$ cat config.mk
export PLATFORM = sky130hd
export DESIGN_NAME = menu_screen_ctrl
export DESIGN_NICKNAME = d
export VERILOG_FILES = /design/src/rtl/screen_pkg.sv /design/src/rtl/frame_blink_timer.sv /design/src/rtl/menu_screen_ctrl.sv
export SDC_FILE = /design/constraint.sdc
export NUM_CORES = 1
export LEC_CHECK = 0
export CAP_MARGIN = 20
export CORE_ASPECT_RATIO = 1.5
export CORE_MARGIN = 2
export CORE_UTILIZATION = 50
export CTS_CLUSTER_SIZE = 12
export DETAILED_ROUTE_END_ITERATION = 6
export DONT_BUFFER_PORTS = 1
export PLACE_DENSITY = 0.67
export SYNTH_ARGS = -nofsm -noshare
export SYNTH_HDL_FRONTEND = slang
export SYNTH_SLANG_ARGS = --single-unit
$ cat constraint.sdc
create_clock -name clock -period 4.3 [get_ports clock]
set_clock_uncertainty 0.05 [all_clocks]
set_input_delay 1.29 -clock clock [delete_from_list [all_inputs] [get_ports clock]]
set_output_delay 1.29 -clock clock [all_outputs]
set_load 0.01 [all_outputs]
$ cat src/rtl/screen_pkg.sv
// Shared colours, panel geometry and menu FSM states for the OLED screen renderers.
package screen_pkg;

  localparam logic [15:0] GREEN   = 16'h07E0;
  localparam logic [15:0] YELLOW  = 16'hFFE0;
  localparam logic [15:0] RED     = 16'hF800;
  localparam logic [15:0] BLACK   = 16'h0000;
  localparam logic [15:0] WHITE   = 16'hFFFF;
  localparam logic [15:0] BROWN   = 16'hA145;
  localparam logic [15:0] SKYBLUE = 16'h867D;

  localparam int OLED_W = 96;
  localparam int OLED_H = 64;

  typedef enum logic [1:0] {
    S_INTRO   = 2'd0,
    S_BROWSE  = 2'd1,
    S_CONFIRM = 2'd2,
    S_DONE    = 2'd3
  } menu_state_e;

  function automatic logic in_rect(input int px, input int py, input int x0, input int y0,
                                   input int w, input int h);
    return (px >= x0) && (px < x0 + w) && (py >= y0) && (py < y0 + h);
  endfunction

endpackage

$ cat src/rtl/frame_blink_timer.sv
// Counts frame_begin pulses and produces a blink phase that toggles every half_period frames.
module frame_blink_timer #(
  parameter int CW = 8
) (
  input  logic          clock,
  input  logic          reset,
  input  logic          clear,
  input  logic          frame_begin,
  input  logic          blink_en,
  input  logic [CW-1:0] half_period,
  output logic [CW-1:0] frame_count,
  output logic          blink_phase
);

  logic [CW-1:0] frame_cnt_q, frame_cnt_d;
  logic [CW-1:0] blink_cnt_q, blink_cnt_d;
  logic          phase_q, phase_d;

  always_comb begin
    frame_cnt_d = frame_cnt_q;
    blink_cnt_d = blink_cnt_q;
    phase_d     = phase_q;
    if (clear) begin
      frame_cnt_d = '0;
      blink_cnt_d = '0;
      phase_d     = 1'b1;
    end else begin
      if (frame_begin) frame_cnt_d = frame_cnt_q + CW'(1);
      // A disabled blinker parks with the highlight showing.
      if (!blink_en) begin
        blink_cnt_d = '0;
        phase_d     = 1'b1;
      end else if (frame_begin) begin
        if (blink_cnt_q >= half_period - CW'(1)) begin
          blink_cnt_d = '0;
          phase_d     = ~phase_q;
        end else begin
          blink_cnt_d = blink_cnt_q + CW'(1);
        end
      end
    end
  end

  always_ff @(posedge clock) begin
    if (reset) begin
      frame_cnt_q <= '0;
      blink_cnt_q <= '0;
      phase_q     <= 1'b1;
    end else begin
      frame_cnt_q <= frame_cnt_d;
      blink_cnt_q <= blink_cnt_d;
      phase_q     <= phase_d;
    end
  end

  assign frame_count = frame_cnt_q;
  assign blink_phase = phase_q;

endmodule

$ cat src/rtl/menu_screen_ctrl.sv
// Paged vertical menu on the 96x64 OLED: blinking highlight, button navigation, confirm flash.
//   state     | meaning
//   S_INTRO   | buttons ignored until INTRO_FRAMES frames have passed
//   S_BROWSE  | up/down move highlight, left/right change page, centre confirms
//   S_CONFIRM | fast blink for CONFIRM_FRAMES frames
//   S_DONE    | selection reported, highlight solid, left goes back to browsing
module menu_screen_ctrl
  import screen_pkg::*;
#(
  parameter int          NUM_ITEMS      = 3,
  parameter int          NUM_PAGES      = 2,
  parameter int          ITEM_X0        = 43,
  parameter int          ITEM_W         = 11,
  parameter int          ITEM_Y0        = 18,
  parameter int          ITEM_H         = 9,
  parameter int          ITEM_PITCH     = 11,
  parameter int          BLINK_FRAMES   = 15,
  parameter int          INTRO_FRAMES   = 30,
  parameter int          CONFIRM_FRAMES = 20,
  parameter logic [15:0] FG             = YELLOW,
  parameter logic [15:0] HILITE         = GREEN,
  parameter logic [15:0] BG             = BLACK,
  localparam int         IW             = (NUM_ITEMS > 1) ? $clog2(NUM_ITEMS) : 1,
  localparam int         PW             = (NUM_PAGES > 1) ? $clog2(NUM_PAGES) : 1
) (
  input  logic          clock,
  input  logic          reset,
  input  logic          enable,
  input  logic          frame_begin,
  input  logic          btn_up,
  input  logic          btn_down,
  input  logic          btn_left,
  input  logic          btn_right,
  input  logic          btn_centre,
  input  logic [6:0]    x,
  input  logic [5:0]    y,
  output logic [15:0]   oled_data,
  output logic [IW-1:0] sel_index,
  output logic [PW-1:0] page,
  output logic          select_valid,
  output logic          busy
);

  localparam int            CW           = 8;
  localparam logic [CW-1:0] INTRO_LAST   = CW'(INTRO_FRAMES - 1);
  localparam logic [CW-1:0] CONFIRM_LAST = CW'(CONFIRM_FRAMES - 1);
  localparam logic [IW-1:0] SEL_LAST     = IW'(NUM_ITEMS - 1);
  localparam logic [PW-1:0] PAGE_LAST    = PW'(NUM_PAGES - 1);

  menu_state_e   state_q, state_d;
  logic [IW-1:0] sel_q, sel_d;
  logic [PW-1:0] page_q, page_d;
  logic          busy_q, busy_d;
  logic          select_valid_q, select_valid_d;
  logic [15:0]   oled_q, oled_d;

  logic          tmr_clear;
  logic          blink_en;
  logic [CW-1:0] half_period;
  logic [CW-1:0] frame_count;
  logic          blink_phase;

  frame_blink_timer #(.CW(CW)) u_timer (
    .clock       (clock),
    .reset       (reset),
    .clear       (tmr_clear),
    .frame_begin (frame_begin),
    .blink_en    (blink_en),
    .half_period (half_period),
    .frame_count (frame_count),
    .blink_phase (blink_phase)
  );

  always_comb begin
    state_d = state_q;
    sel_d   = sel_q;
    page_d  = page_q;
    if (!enable) begin
      state_d = S_INTRO;
    end else begin
      unique case (state_q)
        S_INTRO: begin
          if (frame_begin && (frame_count == INTRO_LAST)) state_d = S_BROWSE;
        end
        S_BROWSE: begin
          // Only the highest-priority pulse acts; the rest are dropped.
          if (btn_centre) begin
            state_d = S_CONFIRM;
          end else if (btn_up) begin
            sel_d = (sel_q == '0) ? SEL_LAST : sel_q - IW'(1);
          end else if (btn_down) begin
            sel_d = (sel_q == SEL_LAST) ? '0 : sel_q + IW'(1);
          end else if (btn_right) begin
            if (page_q < PAGE_LAST) begin
              page_d = page_q + PW'(1);
              sel_d  = '0;
            end
          end else if (btn_left) begin
            if (page_q != '0) begin
              page_d = page_q - PW'(1);
              sel_d  = '0;
            end
          end
        end
        S_CONFIRM: begin
          if (frame_begin && (frame_count == CONFIRM_LAST)) state_d = S_DONE;
        end
        S_DONE: begin
          if (btn_left) state_d = S_BROWSE;
        end
        default: state_d = S_INTRO;
      endcase
    end

    busy_d         = (state_d == S_INTRO) || (state_d == S_CONFIRM);
    select_valid_d = (state_d == S_DONE) && (state_q != S_DONE);
    tmr_clear      = (state_d != state_q) || !enable;
    blink_en       = (state_q != S_DONE);
    half_period    = (state_q == S_CONFIRM) ? CW'(2) : CW'(BLINK_FRAMES);
  end

  // Pixel colour from the registered menu state, so output lags x/y by exactly one cycle.
  always_comb begin
    oled_d = BG;
    if ((int'(x) < OLED_W) && (int'(y) < OLED_H)) begin
      for (int i = 0; i < NUM_ITEMS; i++) begin
        if (in_rect(int'(x), int'(y), ITEM_X0, ITEM_Y0 + i * ITEM_PITCH, ITEM_W, ITEM_H)) begin
          if (!in_rect(int'(x), int'(y), ITEM_X0 + 1, ITEM_Y0 + i * ITEM_PITCH + 1,
                       ITEM_W - 2, ITEM_H - 2)) begin
            oled_d = FG;
          end else if ((i == int'(sel_q)) && blink_phase) begin
            oled_d = HILITE;
          end
        end
      end
      if ((page_q < PAGE_LAST) && in_rect(int'(x), int'(y), 86, 57, 3, 3)) oled_d = FG;
      if ((page_q != '0) && in_rect(int'(x), int'(y), 7, 57, 3, 3)) oled_d = FG;
    end
  end

  always_ff @(posedge clock) begin
    if (reset) begin
      state_q        <= S_INTRO;
      sel_q          <= '0;
      page_q         <= '0;
      busy_q         <= 1'b1;
      select_valid_q <= 1'b0;
      oled_q         <= BG;
    end else begin
      state_q        <= state_d;
      sel_q          <= sel_d;
      page_q         <= page_d;
      busy_q         <= busy_d;
      select_valid_q <= select_valid_d;
      oled_q         <= oled_d;
    end
  end

  assign oled_data    = oled_q;
  assign sel_index    = sel_q;
  assign page         = page_q;
  assign select_valid = select_valid_q;
  assign busy         = busy_q;

endmodule

==> impl_metrics.tcl, run 1 <==
set metrics [dict create \
    synth_edf_count 0 \
    leakage_uw 0.000668 \
    cts_made_buffers 3 \
    ys_warn_count 0 \
    first_pass_iters 4 \
    drt-total-wl_mm 3.67 \
    cts_tree "done" \
    initialDrtViolationCount 25 \
    fin_crit_ns 2.47 \
    grt_start_max_net_pins 16 \
    grt.total_usage_pct 18.8 \
    slew_headroom_pct 59.5 \
    num_vias 1471 \
    postCtsSetupBuffers 0 \
    cap_violations 0 \
    postSynthCellCount 216 \
    cts_sinks 26 \
    synth_cell_types 55 \
    n_antenna_cell 0 \
    place.gp.congestion 0.852 \
    synth.largest_area_cell "dfxtp_1" \
    synth-main-ff-cell "dfxtp_1" \
    die_area_sq_mm 0.00406 \
    layout-drive-gt1-share_pct 6.83 \
    hold_viol_final 0 \
    die_x_microns 52.7 \
    avgSynthCellArea_sq_um 8.24 \
    rsz0062_at_grt "false" \
    start_util_pct 52.1 \
    cts_buffer_depth 2 \
    grt_pass1_vias 1434 \
    synth_top_area_share_pct 29.3 \
    hold_buffers 0 \
    avgViaCountPerCell 5.96 \
    seq_area_frac_synth_pct 29.3 \
    end_kind "flip-flop" \
    tns_ns 0 \
    crit_path_max_incr_delay_ns 0.40 \
    synthTopCellsByCount "dfxtp_1 (26), nor2_1 (26), a21oi_1 (15), nand2_1 (15), buf_4 (14)" \
    worstPathMaxFanout 7 \
    hpwl_mm 2.91 \
    fin_nets 239 \
    worstPathCellList "nand2b_1, nor4_1, o21a_1, a221oi_1, or3b_1, a221oi_2" \
    dpl.cell_count 243 \
    yosys-top-cells-area "dfxtp_1 (29%), ha_1 (7.7%), buf_4 (5.9%), nor2_1 (5.5%), xor2_1 (4.4%)" \
    crit_arrival_ns 2.60 \
    status "finished, final reports clean" \
    synth_area_sq_mm 0.00178 \
    drc 0 \
    syn_to_final_growth_pct 0.774 \
    ys_ff_latch 26 \
    power_density_mw_per_mm2 269 \
    critical_path_required_ns 4.43 \
    grt_remaining_overflow 0 \
    async_flop_share_pct 0 \
    core-area_sq_mm 0.00342 \
    cts_resized 0 \
    io_pins 43 \
    die_h_microns 77.1 \
    clk_latency_ns 0.27 \
    clk_pin_slew_ns 0.09 \
    grt_pass1_wl_mm 6.01 \
    ant_nets 0 \
    final-setup-viol-count 0 \
    antenna_found_initial 0 \
    worst_pin_slew_ns 0.607 \
    slew_viol_final 0 \
    fin_cells 247 \
    portBuffers 0 \
    max_freq_ghz 0.405 \
    worst_ir_drop_vdd_uv 199 \
    period_share_pct 57.4 \
    post-route-util_pct 52.5 \
    rows 26 \
    clock-root-buffer "clkbuf_8" \
    hold_path.class "reg2reg" \
    wl_per_cell_microns 14.8 \
    cp_slowest_cell "or3b_1" \
    critPathKind "in2reg" \
    r2r_cells 9 \
    htreeDepth 1 \
    hold_depth 2 \
    cp-start-kind "input port" \
]
state kept, by name, summed over array words and instances, names as in the netlist:
signal	count
busy	1
oled_data	2
page	1
sel_index	2
select_valid	1
state_q	2
u_timer.blink_cnt_q	8
u_timer.blink_phase	1
u_timer.frame_count	8
where the power goes:
group | internal (uW) | switching [uW] | total [uW] | leakage, uW
clock | 124 | 78.3 | 203 | 0.0000357
combinational | 16.6 | 17.3 | 33.9 | 0.000423
sequential | 242 | 2.86 | 245 | 0.000210
total | 383 | 98.4 | 482 | 0.000668
placed cells by master, fill, tap and decap left out, types with 4 or more instances in the layout:
master / n
nand2_1: 15
nor2_1: 26
dfxtp_1: 26
inv_1: 9
xor2_1: 9
nand3b_1: 4
ha_1: 11
o21ai_0: 5
nand4_1: 5
xnor2_1: 5
nor3_1: 6
o21a_1: 4
nand2b_1: 5
conb_1: 5
a21o_1: 5
a21oi_1: 15
nand3_1: 4
routing by layer:
layer  vias to the layer above  global-route usage [%]  share of wire, %
met5                         -                       0                 0
met2                        37                    35.0                54
met3                         4                    3.70               4.9
met1                       707                    20.3                40
li1                        723                       -                 -
met4                         0                    5.38              0.68
logic make-up (layout without fill, tap and decap cells):
group | count (synthesis) | count (layout) | synth area share, %
mux | 3 | 3 | 1.76
xor+xnor | 14 | 14 | 6.89
simple gates | 84 | 84 | 25.6
compound gates | 49 | 49 | 19.6
flops | 26 | 26 | 29.3
other cells | 1 | 5 | 0.211
buf+inv | 28 | 13 | 8.93
fa+ha+maj | 11 | 11 | 7.74
path summary, 6_finish.rpt:
kind	from	to	slack, ns
hold reg to reg	u_timer.blink_cnt_q[0]	u_timer.blink_cnt_q[0]	0.48
hold / removal	u_timer.blink_cnt_q[0]	u_timer.blink_cnt_q[0]	0.48
setup / recovery	y[2]	oled_data[10]	1.83
setup reg to reg	state_q[1]	u_timer.blink_cnt_q[3]	1.88
through the flow:
stage	power, uW	hold WS [ns]	instance area (sq um)	setup slack, ns
3_3_place_gp	283	0.439	1720	1.65
5_1_grt	503	0.498	1790	1.70
4_1_cts	485	0.475	1790	1.87
6_report	482	0.480	1790	1.83
2_1_floorplan	287	0.408	1790	1.64
3_5_place_dp	284	0.451	1720	1.60
worst max-delay path: cells and delay by family:
family | cells | cell delay [ns]
simple gates | 3 | 0.75
compound gates | 3 | 0.56
layout make-up:
type	instances	area [sq um]
fillers	325	1620
inverters	9	33.8
clock inverters	1	30.0
clock buffers	3	41.3
well taps	42	52.6
flip-flops and latches	26	520
multi-input cells	166	1110
Power figures use the tool's default switching activity.
==> run 2: changes to the inputs <==
--- a/config.mk
+++ b/config.mk
@@ -12,7 +12,7 @@
 export CTS_CLUSTER_SIZE = 12
 export DETAILED_ROUTE_END_ITERATION = 6
 export DONT_BUFFER_PORTS = 1
-export PLACE_DENSITY = 0.67
+export PLACE_DENSITY = 0.7
 export SYNTH_ARGS = -nofsm -noshare
 export SYNTH_HDL_FRONTEND = slang
 export SYNTH_SLANG_ARGS = --single-unit
==> constraint.sdc (replaced) <==
create_clock -name clock -period 2.1 [get_ports clock]
set_clock_uncertainty 0.05 [all_clocks]
set_input_delay 0.63 -clock clock [delete_from_list [all_inputs] [get_ports clock]]
set_output_delay 0.63 -clock clock [all_outputs]
set_load 0.01 [all_outputs]
==> impl_metrics.tcl, run 2 (synthesized netlist as in run 1, its figures left out) <==
set metrics [dict create \
    dpl.cell_count 250 \
    crit_arrival_ns 2.13 \
    end_kind "flip-flop" \
    place.gp.congestion 0.772 \
    postCtsSetupBuffers 0 \
    cts_resized 0 \
    wl_per_cell_microns 13.9 \
    cts_sinks 26 \
    mostFrequentLayoutCells "nor2_1 (25), dfxtp_1 (24), nand2_1 (15)" \
    crit_path_max_incr_delay_ns 0.34 \
    ant_nets 0 \
    max_freq_ghz 0.509 \
    hold_path.class "in2reg" \
    initialDrtViolationCount 28 \
    grt_pass1_vias 1365 \
    n_antenna_cell 0 \
    worstPathCellList "inv_1, nor2_2, ha_1, nand2b_1, a21o_1, a21o_1, a31o_2, or2_4, nor2_1" \
    leakage_uw 0.000706 \
    final-setup-viol-count 0 \
    drc 0 \
    worst_pin_slew_ns 0.578 \
    critPathKind "reg2reg" \
    hold_buffers 0 \
    final_common_cell "nor2_1" \
    worst_ir_drop_vdd_uv 304 \
    cts_buffer_depth 2 \
    slew_viol_final 0 \
    power_density_mw_per_mm2 537 \
    period_share_pct 93.5 \
    htreeDepth 1 \
    rsz0062_at_grt "false" \
    rows 26 \
    layout-drive-gt1-share_pct 11.8 \
    fin_crit_ns 1.96 \
    core-area_sq_mm 0.00342 \
    grt_pass1_wl_mm 5.64 \
    grt.total_usage_pct 18.3 \
    start_util_pct 52.1 \
    tns_ns 0 \
    drt-total-wl_mm 3.54 \
    cp-start-kind "flip-flop" \
    status "finished, final reports clean" \
    slew_headroom_pct 61.4 \
    clock-root-buffer "clkbuf_8" \
    cp_slowest_cell "dfxtp_2" \
    cts_made_buffers 3 \
    crit_top_cell "a21o_1" \
    grt_start_max_net_pins 16 \
    worstPathMaxFanout 5 \
    die_area_sq_mm 0.00406 \
    hpwl_mm 2.70 \
    avgViaCountPerCell 5.77 \
    portBuffers 0 \
    first_pass_iters 4 \
    die_x_microns 52.7 \
    syn_to_final_growth_pct 4.22 \
    fin_nets 246 \
    seqCellArea_sq_um 523 \
    clk_latency_ns 0.28 \
    fillers 324 \
    cts_tree "done" \
    critical_path_required_ns 2.27 \
    hold_viol_final 0 \
    grt_remaining_overflow 0 \
    io_pins 43 \
    multiInputGateArea_sq_mm 0.00112 \
    antenna_found_initial 0 \
    crit_buf_inv 1 \
    num_vias 1466 \
    cp_top_family "compound AO/OA/AOI/OAI gates" \
    fin_cells 254 \
    die_h_microns 77.1 \
    clk_pin_slew_ns 0.09 \
    cap_violations 0 \
]
==> run 2: cell count changes in the layout (fill, tap and decap cells not counted), sizes merged <==
cell / before / now
buf: 0 / 7
==> run 2: path summary, 6_finish.rpt <==
| kind | start | endpoint | slack [ns] | cells past startpoint |
|---|---|---|---|---|
| setup / recovery | state_q[1] | u_timer.blink_cnt_q[7] | 0.14 | 9 |
| hold / removal | reset | page | 0.35 | 1 |
| setup reg to reg | state_q[1] | u_timer.blink_cnt_q[7] | 0.14 | 9 |
| hold reg to reg | u_timer.blink_cnt_q[0] | u_timer.blink_cnt_q[0] | 0.45 | 2 |
==> run 2: final cells by class <==
| class | instances | share of cell area [%] |
|---|---|---|
| flip-flops and latches | 26 | 28.2 |
| inverters | 9 | 1.82 |
| clock buffers | 3 | 2.23 |
| well taps | 42 | 2.83 |
| multi-input cells | 166 | 60.5 |
| repair buffers | 7 | 2.83 |
| clock inverters | 1 | 1.62 |
==> run 2: per-layer routing <==
metal  GRT usage [%]  up-vias  wire [microns]
met5               0        -               0
met4            8.21        0              63
met3            2.72        7             129
met2            33.3       36            1880
met1            19.7      680            1460
li1                -      743               -
==> run 2: stage by stage <==
step	setup slack [ns]	area, sq um	util, %	hold slack (ns)	total power [uW]
2_1_floorplan	0.0397	1800	-	0.408	588
3_3_place_gp	0.120	1780	52.0	0.432	584
3_5_place_dp	0.0816	1780	52.0	0.440	585
4_1_cts	0.0738	1850	54.1	0.346	1010
5_1_grt	0.00722	1850	54.3	0.338	1040
6_report	0.136	1850	54.3	0.354	995
==> run 2: where the power goes <==
group	switching [uW]	total [uW]	internal, uW
Combinational	35.6	73.3	37.7
Clock	165	421	255
Sequential	4.45	501	496
==> run 3: changes to the inputs <==
--- a/config.mk
+++ b/config.mk
@@ -7,7 +7,7 @@
 export LEC_CHECK = 0
 export CAP_MARGIN = 20
 export CORE_ASPECT_RATIO = 1.5
-export CORE_MARGIN = 2
+export CORE_MARGIN = 1
 export CORE_UTILIZATION = 50
 export CTS_CLUSTER_SIZE = 12
 export DETAILED_ROUTE_END_ITERATION = 6
==> impl_metrics.tcl, run 3 (synthesized netlist as in run 1, its figures left out) <==
set metrics [dict create \
    worst_pin_slew_ns 0.567 \
    drc 0 \
    die_h_microns 75.1 \
    r2r_end "u_timer.blink_cnt_q[2]" \
    end_kind "flip-flop" \
    cap_violations 0 \
    worst_ir_drop_vdd_uv 361 \
    wl_met1_mm 1.35 \
    cts_sinks 26 \
    n_antenna_cell 0 \
    hold_depth 1 \
    grt_remaining_overflow 0 \
    hold_path.class "in2reg" \
    cts_buffer_depth 2 \
    syn_to_final_growth_pct 4.29 \
    clk_pin_slew_ns 0.10 \
    slew_viol_final 0 \
    cts_made_buffers 3 \
    hold_buffers 0 \
    grt.total_usage_pct 17.7 \
    worstPathMaxFanout 4 \
    critical_path_required_ns 2.25 \
    slew_headroom_pct 62.1 \
    top_layer "met4" \
    die_area_sq_mm 0.00381 \
    seqCellArea_sq_um 520 \
    drt-total-wl_mm 3.31 \
    status "finished, final reports clean" \
    r2r_cells 9 \
    clock-root-buffer "clkbuf_8" \
    rrSetupSlack_ns 0.11 \
    ant_nets 0 \
    postCtsSetupBuffers 0 \
    hold_viol_final 0 \
    tns_ns 0 \
    hold_path.startpoint "reset" \
    cp-start-kind "flip-flop" \
    period_share_pct 94.5 \
    num_vias 1459 \
    first_pass_iters 4 \
    multiInputGateArea_sq_mm 0.00112 \
    final_common_cell "dfxtp_1" \
    critPathKind "reg2reg" \
    crit_arrival_ns 2.13 \
    layout-drive-gt1-share_pct 10.8 \
    leakage_uw 0.000708 \
    clk_latency_ns 0.27 \
    grt_pass1_wl_mm 5.17 \
    portBuffers 0 \
    crit_path_max_incr_delay_ns 0.34 \
    rsz0062_at_grt "false" \
    htreeDepth 1 \
    initialDrtViolationCount 23 \
    worstPathCellList "inv_1, nor2_2, ha_1, nand2b_1, a21o_1, a21o_1, a21oi_1, nand4b_1, a31oi_1" \
    place.gp.congestion 0.696 \
    fillers 340 \
    cp_slowest_cell "dfxtp_1" \
    crit_top_cell "a21o_1" \
    dpl.cell_count 251 \
    mostFrequentLayoutCells "dfxtp_1 (26), nor2_1 (25), a21oi_1 (15), nand2_1 (15), ha_1 (11)" \
    route.met3.wl_microns 149 \
    power_uw 993 \
    fin_nets 247 \
    max_freq_ghz 0.504 \
    grt_start_max_net_pins 16 \
    start_util_pct 52.1 \
    place_ws_ns 0.0716 \
    hpwl_mm 2.58 \
    wl_met2_mm 1.72 \
    post-route-worst-setup-slack_ns 0.115 \
    rows 26 \
    avgViaCountPerCell 5.72 \
    cts_resized 0 \
    final-setup-viol-count 0 \
    antenna_found_initial 0 \
    power_density_mw_per_mm2 535 \
    cts_tree "done" \
    grt_pass1_vias 1264 \
    core-area_sq_mm 0.00342 \
    worstHoldEndpoint "sel_index[1]" \
    die_x_microns 50.7 \
    fin_crit_ns 1.99 \
    r2r-start "state_q[1]" \
    fin_cells 255 \
    wl_per_cell_microns 13.0 \
    io_pins 43 \
]
[run 3: changes by cell type in the layout (fill, tap and decap cells not counted), sizes merged]
cell  delta
buf      +1
[run 3: worst max-delay path by stage]
stage,startpoint,to,slack [ns],cells past startpoint
4_1_cts,state_q[1],u_timer.blink_cnt_q[2],0.09,9
3_3_place_gp,y[1],oled_data[10],0.13,6
6_report,state_q[1],u_timer.blink_cnt_q[2],0.11,9
3_5_place_dp,y[1],oled_data[10],0.07,6
5_1_grt,u_timer.blink_cnt_q[0],u_timer.blink_cnt_q[2],0.02,8
2_1_floorplan,state_q[1],u_timer.blink_cnt_q[3],0.04,9
[run 3: power by group]
group          internal, uW  switching, uW  leakage [uW]
sequential              496           4.02      0.000210
combinational          38.5           36.0      0.000462
clock                   255            163     0.0000357
[run 3: routing by layer]
layer,GRT usage [%],vias up
li1,-,741
met1,17.3,684
met2,34.7,26
met3,4.24,8
met4,8.33,0
met5,0,-
[run 3: final cells by class]
type                            instances  share of cell area [%]
Clock buffer                            3                    2.23
Inverter                                9                    1.82
Multi-Input combinational cell        166                    60.2
Sequential cell                        26                    28.1
Clock inverter                          1                    1.62
Tap cell                               42                    2.83
Timing Repair Buffer                    8                    3.24
[run 3: critical path, delay by kind of cell (launching register included)]
kind                       cells  cell delay, ns
and+or+nand+nor                3            0.39
AOI/OAI and AO/OA              4            0.84
DFF                            1            0.34
buffers and inverters          1            0.06
adders and majority gates      1            0.23
[run 3: stage by stage]
step                util [%]  hold slack, ns  instance area [sq um]
floorplan                  -           0.408                   1800
global placement        52.2           0.424                   1780
detailed placement      52.2           0.432                   1780
CTS                     54.3           0.354                   1860
global route            54.3           0.351                   1860
finish                  54.3           0.359                   1860
